--- config.mk ---
export PLATFORM = sky130hd
export DESIGN_NAME = fetch_unit
export DESIGN_NICKNAME = d
export VERILOG_FILES = /design/src/rtl/fetch_unit_pkg.sv /design/src/rtl/fetch_skid_buf.sv /design/src/rtl/fetch_unit.sv
export SDC_FILE = /design/constraint.sdc
export NUM_CORES = 1
export LEC_CHECK = 0
export BUFFER_PORTS_ARGS = -buffer_cell sky130_fd_sc_hd__buf_4
export CORE_MARGIN = 2
export CORE_UTILIZATION = 55
export CTS_CLUSTER_DIAMETER = 80
export DETAILED_ROUTE_END_ITERATION = 7
export PLACE_DENSITY = 0.85
export SLEW_MARGIN = 20
export SYNTH_ARGS = -nofsm -noshare
export SYNTH_HDL_FRONTEND = slang
export SYNTH_HIERARCHICAL = 1
export SYNTH_SLANG_ARGS = --single-unit
--- constraint.sdc ---
create_clock -name clk -period 20.3 [get_ports clk]
set_clock_uncertainty 0.05 [all_clocks]
set_input_delay 6.09 -clock clk [delete_from_list [all_inputs] [get_ports clk]]
set_output_delay 6.09 -clock clk [all_outputs]
set_load 0.01 [all_outputs]
--- src/rtl/fetch_unit_pkg.sv ---
// Shared fetch/decode definitions: reset PC, credit depth and the
// {pc, instr} packet carried from fetch into the instruction queue.
package fetch_unit_pkg;

    localparam logic [31:0] RESET_PC        = 32'h1eceb000;
    localparam int          MAX_OUTSTANDING = 4;
    localparam int          IQ_WIDTH        = 64;

    typedef struct packed {
        logic [31:0] pc;
        logic [31:0] instr;
    } fetch_pkt_t;

    function automatic logic [31:0] next_word(input logic [31:0] addr);
        return addr + 32'd4;
    endfunction

endpackage

--- src/rtl/fetch_skid_buf.sv ---
// Small circular FIFO of fetch packets with flush and same-cycle push/pop.
// Storage is not reset; the head is only meaningful while count != 0.
module fetch_skid_buf
    import fetch_unit_pkg::*;
#(
    parameter int DEPTH = MAX_OUTSTANDING,
    localparam int PTR_W = $clog2(DEPTH),
    localparam int CNT_W = $clog2(DEPTH + 1)
) (
    input  logic             clk,
    input  logic             rst,
    input  logic             flush,
    input  logic             push,
    input  fetch_pkt_t       push_pkt,
    input  logic             pop,
    output fetch_pkt_t       head,
    output logic [CNT_W-1:0] count,
    output logic             empty
);

    fetch_pkt_t       mem [DEPTH];
    logic [PTR_W-1:0] wr_ptr;
    logic [PTR_W-1:0] rd_ptr;
    logic             pop_ok;
    logic             push_ok;

    assign empty   = (count == '0);
    assign pop_ok  = pop && !empty;
    // A full buffer still accepts a push when the head leaves in the same cycle.
    assign push_ok = push && ((count != CNT_W'(DEPTH)) || pop_ok);
    assign head    = mem[rd_ptr];

    always_ff @(posedge clk or posedge rst) begin
        if (rst) begin
            wr_ptr <= '0;
            rd_ptr <= '0;
            count  <= '0;
        end else if (flush) begin
            wr_ptr <= '0;
            rd_ptr <= '0;
            count  <= '0;
        end else begin
            if (push_ok) wr_ptr <= wr_ptr + PTR_W'(1);
            if (pop_ok)  rd_ptr <= rd_ptr + PTR_W'(1);
            count <= count + CNT_W'(push_ok) - CNT_W'(pop_ok);
        end
    end

    always_ff @(posedge clk) begin
        if (push_ok && !flush) mem[wr_ptr] <= push_pkt;
    end

endmodule

--- src/rtl/fetch_unit.sv ---
// Instruction fetch front end: credit-limited pipelined imem reads,
// in-order response capture, redirect with squash of old-path responses.
module fetch_unit #(
    parameter logic [31:0] RESET_PC        = fetch_unit_pkg::RESET_PC,
    parameter int          MAX_OUTSTANDING = fetch_unit_pkg::MAX_OUTSTANDING,
    parameter int          IQ_WIDTH        = fetch_unit_pkg::IQ_WIDTH
) (
    input  logic                clk,
    input  logic                rst,
    output logic [31:0]         imem_addr,
    output logic [3:0]          imem_rmask,
    input  logic [31:0]         imem_rdata,
    input  logic                imem_resp,
    output logic [IQ_WIDTH-1:0] iq_wdata,
    output logic                iq_enqueue,
    input  logic                iq_full,
    input  logic                redirect_valid,
    input  logic [31:0]         redirect_pc
);

    import fetch_unit_pkg::*;

    localparam int CNT_W = $clog2(MAX_OUTSTANDING + 1);
    typedef logic [CNT_W-1:0] cnt_t;

    logic [31:0] pc;
    logic [31:0] resp_pc;
    cnt_t        outstanding;
    cnt_t        squash_cnt;
    cnt_t        buf_count;
    logic [CNT_W:0] credits_used;
    logic        buf_empty;
    logic        can_issue;
    logic        keep_resp;
    fetch_pkt_t  head;
    fetch_pkt_t  resp_pkt;

    // Credits cover both in-flight reads and parked responses, so the
    // buffer can never overflow however long the queue stays full.
    assign credits_used = {1'b0, outstanding} + {1'b0, buf_count};
    assign can_issue    = !rst && !redirect_valid
                        && (credits_used < (CNT_W+1)'(MAX_OUTSTANDING));

    assign imem_rmask = can_issue ? 4'hF : 4'h0;
    assign imem_addr  = pc;

    assign keep_resp  = imem_resp && !redirect_valid && (squash_cnt == '0);
    assign resp_pkt   = '{pc: resp_pc, instr: imem_rdata};

    assign iq_enqueue = !rst && !buf_empty && !iq_full && !redirect_valid;
    assign iq_wdata   = buf_empty ? '0 : IQ_WIDTH'(head);

    fetch_skid_buf #(
        .DEPTH(MAX_OUTSTANDING)
    ) u_skid (
        .clk      (clk),
        .rst      (rst),
        .flush    (redirect_valid),
        .push     (keep_resp),
        .push_pkt (resp_pkt),
        .pop      (iq_enqueue),
        .head     (head),
        .count    (buf_count),
        .empty    (buf_empty)
    );

    always_ff @(posedge clk or posedge rst) begin
        if (rst) begin
            pc          <= RESET_PC;
            resp_pc     <= RESET_PC;
            outstanding <= '0;
            squash_cnt  <= '0;
        end else begin
            outstanding <= outstanding + cnt_t'(can_issue) - cnt_t'(imem_resp);
            if (redirect_valid) begin
                pc         <= redirect_pc;
                resp_pc    <= redirect_pc;
                // Everything still in flight after this cycle is old-path.
                squash_cnt <= outstanding - cnt_t'(imem_resp);
            end else begin
                if (can_issue) pc <= next_word(pc);
                if (keep_resp) resp_pc <= next_word(resp_pc);
                if (imem_resp && (squash_cnt != '0))
                    squash_cnt <= squash_cnt - cnt_t'(1);
            end
        end
    end

    a_resp_needs_req: assert property (
        @(posedge clk) disable iff (rst) imem_resp |-> (outstanding != '0));
    a_no_enq_when_full: assert property (
        @(posedge clk) disable iff (rst) iq_full |-> !iq_enqueue);
    a_buf_bound: assert property (
        @(posedge clk) disable iff (rst) buf_count <= cnt_t'(MAX_OUTSTANDING));

endmodule

Yosys cells after proc, flatten, opt, wreduce, memory -nomap -nowiden
Memory sizes are Yosys's and may differ from the RTL's.
Index checks and enable logic that the tools add are counted.

operators by class
  reductions and logical operators = 24
  add/sub/neg operators = 11
  div/mod/pow operators = 0
  bitwise logic cells = 0
  $lt $le $gt $ge = 1
  shift operators = 0
  mux-type cells = 15
  multiply operators = 0
  eq/ne operators = 1

operators by type and width
  kind                                                                          number
  32-bit 2-to-1 mux                                                             4
  32-bit by 3-bit adder with 32-bit output, second input constant               2
  64-bit 2-to-1 mux                                                             1
  1-bit logical AND                                                             11
  2-bit nonzero test                                                            5
  3-bit 2-to-1 mux                                                              3
  3-bit by 1-bit subtractor with 3-bit output                                   3
  2-bit 2-to-1 mux                                                              4
  3-bit by 1-bit adder with 3-bit output                                        2
  3-bit logical NOT                                                             2
  2-bit by 1-bit adder with 2-bit output, second input constant                 2
  3-bit by 3-bit adder with 4-bit output                                        1
  1-bit logical NOT                                                             4
  4-bit by 3-bit less-than comparator with 1-bit output, second input constant  1
  4-bit 2-to-1 mux                                                              1
  3-bit != test, second input constant                                          1
  3-bit nonzero test                                                            1
  3-bit by 1-bit subtractor with 3-bit output, second input constant            1
  1-bit 2-to-1 mux                                                              2
  1-bit logical OR                                                              1

storage, ports and cells
  memories kept = 1
  ROM bits = 0
  output and inout bits = 101
  bits in writable memories = 256
  word-level logic and storage cells = 60
  bits in latches = 0
  register bits after elaboration = 77

memories
  name        depth  width  read ports  clocked after Yosys merged registers in  write ports  RTL line              source
  u_skid.mem  4      64     1           0                                        1            fetch_skid_buf.sv:21  fetch_pkt_t mem [DEPTH];

Logic depth before layout (Yosys ltp)
  depth after elaboration = 11
  gate-level depth with buffers = 13
  mapped depth without buffers = 12

Modules after synthesis
The synthesis kept the hierarchy.

modules (own cells, without submodules)
  module          instances  cells an instance  sequential area each (um^2)  area an instance (um^2)
  fetch_skid_buf  1          379                7862.5                       9675.5
  fetch_unit      1          547                1781.7                       4789.6

Worst setup path after synthesis
Ideal clock, no wire load.

  kind = input to output
  start point = input redirect_valid
  end point = output iq_enqueue
  cell stages on the path = 4
  slack = 6784 ps
  arrival = 7376 ps
  path through = clkbuf_1 > clkbuf_1 > clkbuf_1 > nor4_1

on the way
  cells in the longest elaborated chain, start to end = 2

ends and longest elaborated chain
  item                RTL line          source
  start: declaration  fetch_unit.sv:17  input logic redirect_valid,
  1-bit logical NOT   fetch_unit.sv:50  assign iq_enqueue = !rst && !buf_empty && !iq_full && !redirect_valid;
  1-bit logical AND   fetch_unit.sv:50
  end: declaration    fetch_unit.sv:15  output logic iq_enqueue,

Every way passes these cells.

Worst setup path in the final report
  start point = input redirect_valid
  end point = output imem_rmask[2]

on the way
  cells in the longest elaborated chain, start to end = 4

ends and longest elaborated chain
  item               RTL line          source
  1-bit logical NOT  fetch_unit.sv:41  assign can_issue = !rst && !redirect_valid
  1-bit logical AND  fetch_unit.sv:41
  1-bit logical AND  fetch_unit.sv:42  && (credits_used < (CNT_W+1)'(MAX_OUTSTANDING));
  4-bit 2-to-1 mux   fetch_unit.sv:44  assign imem_rmask = can_issue ? 4'hF : 4'h0;
  end: declaration   fetch_unit.sv:11  output logic [3:0] imem_rmask,

Every way passes these cells.

==> results.py <==
metrics = {
    "clock_network": {
        "clock_sinks": 333,
        "cts_buffer_depth": 3,
        "cts_tree": "done",
        "postCtsSetupBuffers": 0,
        "htree_num_levels": 1,
        "clock_latency_ns": 0.57,
        "clkTransAtPathRegs_ns": 0.06,
        "post_cts_resized": 0,
        "numCtsBuffers": 31,
        "cts-root-buf": "clkbuf_16",
        "hold_buffers": 0,
    },
    "floorplan": {
        "dieArea_mm2": 0.0276,
        "core_area_mm2": 0.0259,
        "start_util": 0.558,
        "ioPinCount": 170,
        "die_h_um": 166,
        "num_rows": 59,
        "die_width_um": 166,
    },
    "route": {
        "drt-met1-wl_mm": 12.4,
        "route.met2.wl_mm": 14.6,
        "routedWlPerCell_um": 20.6,
        "final_antenna_net_count": 0,
        "routed_via_density": 6.02,
        "wl_met3_mm": 2.38,
        "top_layer_used": "met4",
        "first_iter_violations": 725,
        "vias": 8722,
        "first_pass_iters": 6,
        "drc": 0,
        "finalWirelength_mm": 29.9,
    },
    "power": {
        "p_comb_frac": 0.111,
        "switching_power_mw": 0.370,
        "seqPwrFrac": 0.525,
        "sw_frac_of_total": 0.240,
        "ir_drop_uv": 96.8,
        "leakagePower_nw": 5.93,
        "power.density_mw_per_mm2": 90.5,
        "finalPower_mw": 1.54,
        "p_int_mw": 1.17,
        "power.share.clock": 0.365,
    },
    "layout": {
        "fill_cells": 1794,
        "multi_input_area_mm2": 0.00450,
        "num-nets-final": 1175,
        "fin_cells": 1449,
        "area_growth_syn_to_layout_pct": 17.7,
        "insertedDiodeCount": 0,
        "drive_above_1_share": 0.312,
        "seq_area_mm2": 0.00965,
    },
    "setup_path": {
        "crit_path_max_fanout": 69,
        "ff2ff_setup_slack_ns": 16.92,
        "crit-reg2reg-capture": "u_skid/mem[3][27]",
        "rr_worst_depth": 5,
        "start_kind": "primary input",
        "crit_arrival_ns": 7.43,
        "critical_path_class": "in -> out",
        "r2r-start": "u_skid/count[1]",
        "crit_required_ns": 14.16,
        "worstSetupEndpointType": "output pin",
    },
    "synthesis": {
        "syn-num-nets": 1012,
        "synth_top_area_frac": 0.531,
        "syn_area_mm2": 0.0145,
        "yosys-top-cells-count": "256 x edfxtp_1, 72 x nor2b_1, 64 x mux4_2",
        "synth_compound_area_frac": 0.0388,
        "synth_xor_area_frac": 0.0157,
        "synth_most_common_cell": "edfxtp_1",
        "synth_area_leaders": "edfxtp_1 53%, mux4_2 10%, dfrtp_1 9.2%",
        "synth_fa_ha_area_frac": 0.0157,
        "synth-seq-cells": 333,
        "synth-simple-area-share": 0.125,
        "synth_edf_count": 256,
        "avgSynthCellArea_um2": 15.6,
        "ys_async_sr_fraction": 0.231,
        "syn_inst": 926,
        "synth_top_family_by_area": "simple AND/OR/NAND/NOR gates",
        "synth_top_area_cell": "edfxtp_1",
        "synth.distinct_cells": 58,
        "ys_seq_area_frac": 0.667,
        "yosysWarnings": 6,
        "synth_mux_area_frac": 0.114,
        "synth_flop_cell": "edfxtp_1",
    },
    "hold_path": {
        "min-delay-start": "resp_pc[1]",
        "hold-path-cell-count": 0,
        "hp-class": "reg -> reg",
        "hold_end": "u_skid/mem[0][33]",
    },
    "global_route": {
        "antenna_found_initial": 0,
        "grt_max_degree": 81,
        "grt_pass1_vias": 8929,
        "grt_use_total": 0.217,
        "grt.overflow.total": 0,
        "grt_pass1_wl_mm": 48.3,
    },
    "timing": {
        "relSlewSlack": 0.216,
        "finalCritPeriodShare": 0.668,
        "rsz0062_at_grt": "no",
        "finalSetupViolations": 0,
        "worst_pin_slew_ns": 1.16,
        "drv_slew": 0,
        "whs_ns": 0.479,
        "finalHoldViolCount": 0,
        "fin_tns_setup_ns": 0,
        "final.min_clock_period_ns": 13.57,
        "max_freq_ghz": 0.0737,
    },
    "place": {
        "gp_congestion": 0.902,
        "dp.cells": 1391,
        "io_buffer_count": 169,
        "dp_hpwl_mm": 18.9,
    },
    "run_status": {
        "run_status": "completed",
    },
    "job": {
        "cap_violations": 0,
    },
}
-- critical path: stages --
cell,delay (ns)
buf_4,0.14
clkinv_1,0.05
buf_4,0.59
nand2_1,0.23
inv_1,0.17
buf_4,0.14
-- sequential cells by signal, indices dropped and copies added (netlist names) --
register	count
u_skid/rd_ptr	2
u_skid/count	3
resp_pc	32
imem_addr	32
squash_cnt	3
u_skid/wr_ptr	2
outstanding	3
u_skid/mem	256
-- kinds of logic (layout without fill, tap and decap cells) --
family	Yosys count	after routing
AO/OA/AOI/OAI	82	82
XOR/XNOR	26	26
adder cells (fa/ha/maj)	17	17
buffers and inverters	77	265
flip-flops	333	333
multiplexers	83	83
AND/OR/NAND/NOR	308	308
-- area by class of cell --
class                   count  area share
clock inverters            21      0.0112
clock buffers              37      0.0469
repair buffers            183      0.0807
well taps                 335      0.0246
flip-flops and latches    333       0.567
inverters                  24     0.00529
multi-input cells         516       0.264
-- per-stage QoR --
step | area (um^2) | setup WS [ns] | util
3_5_place_dp | 16000 | 6.75 | 0.619
4_1_cts | 17000 | 6.75 | 0.657
5_1_grt | 17000 | 6.66 | 0.657
2_1_floorplan | 14500 | 6.78 | -
3_3_place_gp | 16000 | 6.80 | 0.619
6_report | 17000 | 6.73 | 0.657
-- placed cells by master (no fill, tap or decap), drive strengths merged, types with 21 or more instances in the layout --
cell,instances
dfrtp,53
nor3,25
inv,24
nand4,21
nor4,26
dfstp,24
and4,22
edfxtp,256
nand2,31
mux4,64
buf,183
clkbuf,37
nor2,43
nor2b,72
-- per-layer routing --
metal	vias to the layer above	GRT usage
met3	50	0.0393
met1	4328	0.307
met5	-	0
met4	0	0.0518
met2	393	0.358
li1	3951	-
-- power by group through the flow --
stage          registers (mW)  logic [mW]  clock network (mW)
6_report                0.809       0.170               0.562
3_5_place_dp            0.821       0.171                   0
4_1_cts                 0.808       0.172               0.573
5_1_grt                 0.813       0.189               0.602
3_3_place_gp            0.819       0.166                   0
2_1_floorplan           0.814       0.102                   0
-- worst max path at each step --
stage                              start             to  slack (ns)
after CTS                 redirect_valid  imem_rmask[2]        6.75
after floorplan           redirect_valid     iq_enqueue        6.78
after detailed placement  redirect_valid  imem_rmask[2]        6.75
after global routing      redirect_valid  imem_rmask[3]        6.66
after global placement    redirect_valid  imem_rmask[3]        6.80
final                     redirect_valid  imem_rmask[2]        6.73
(Power assumes the default switching activity.)
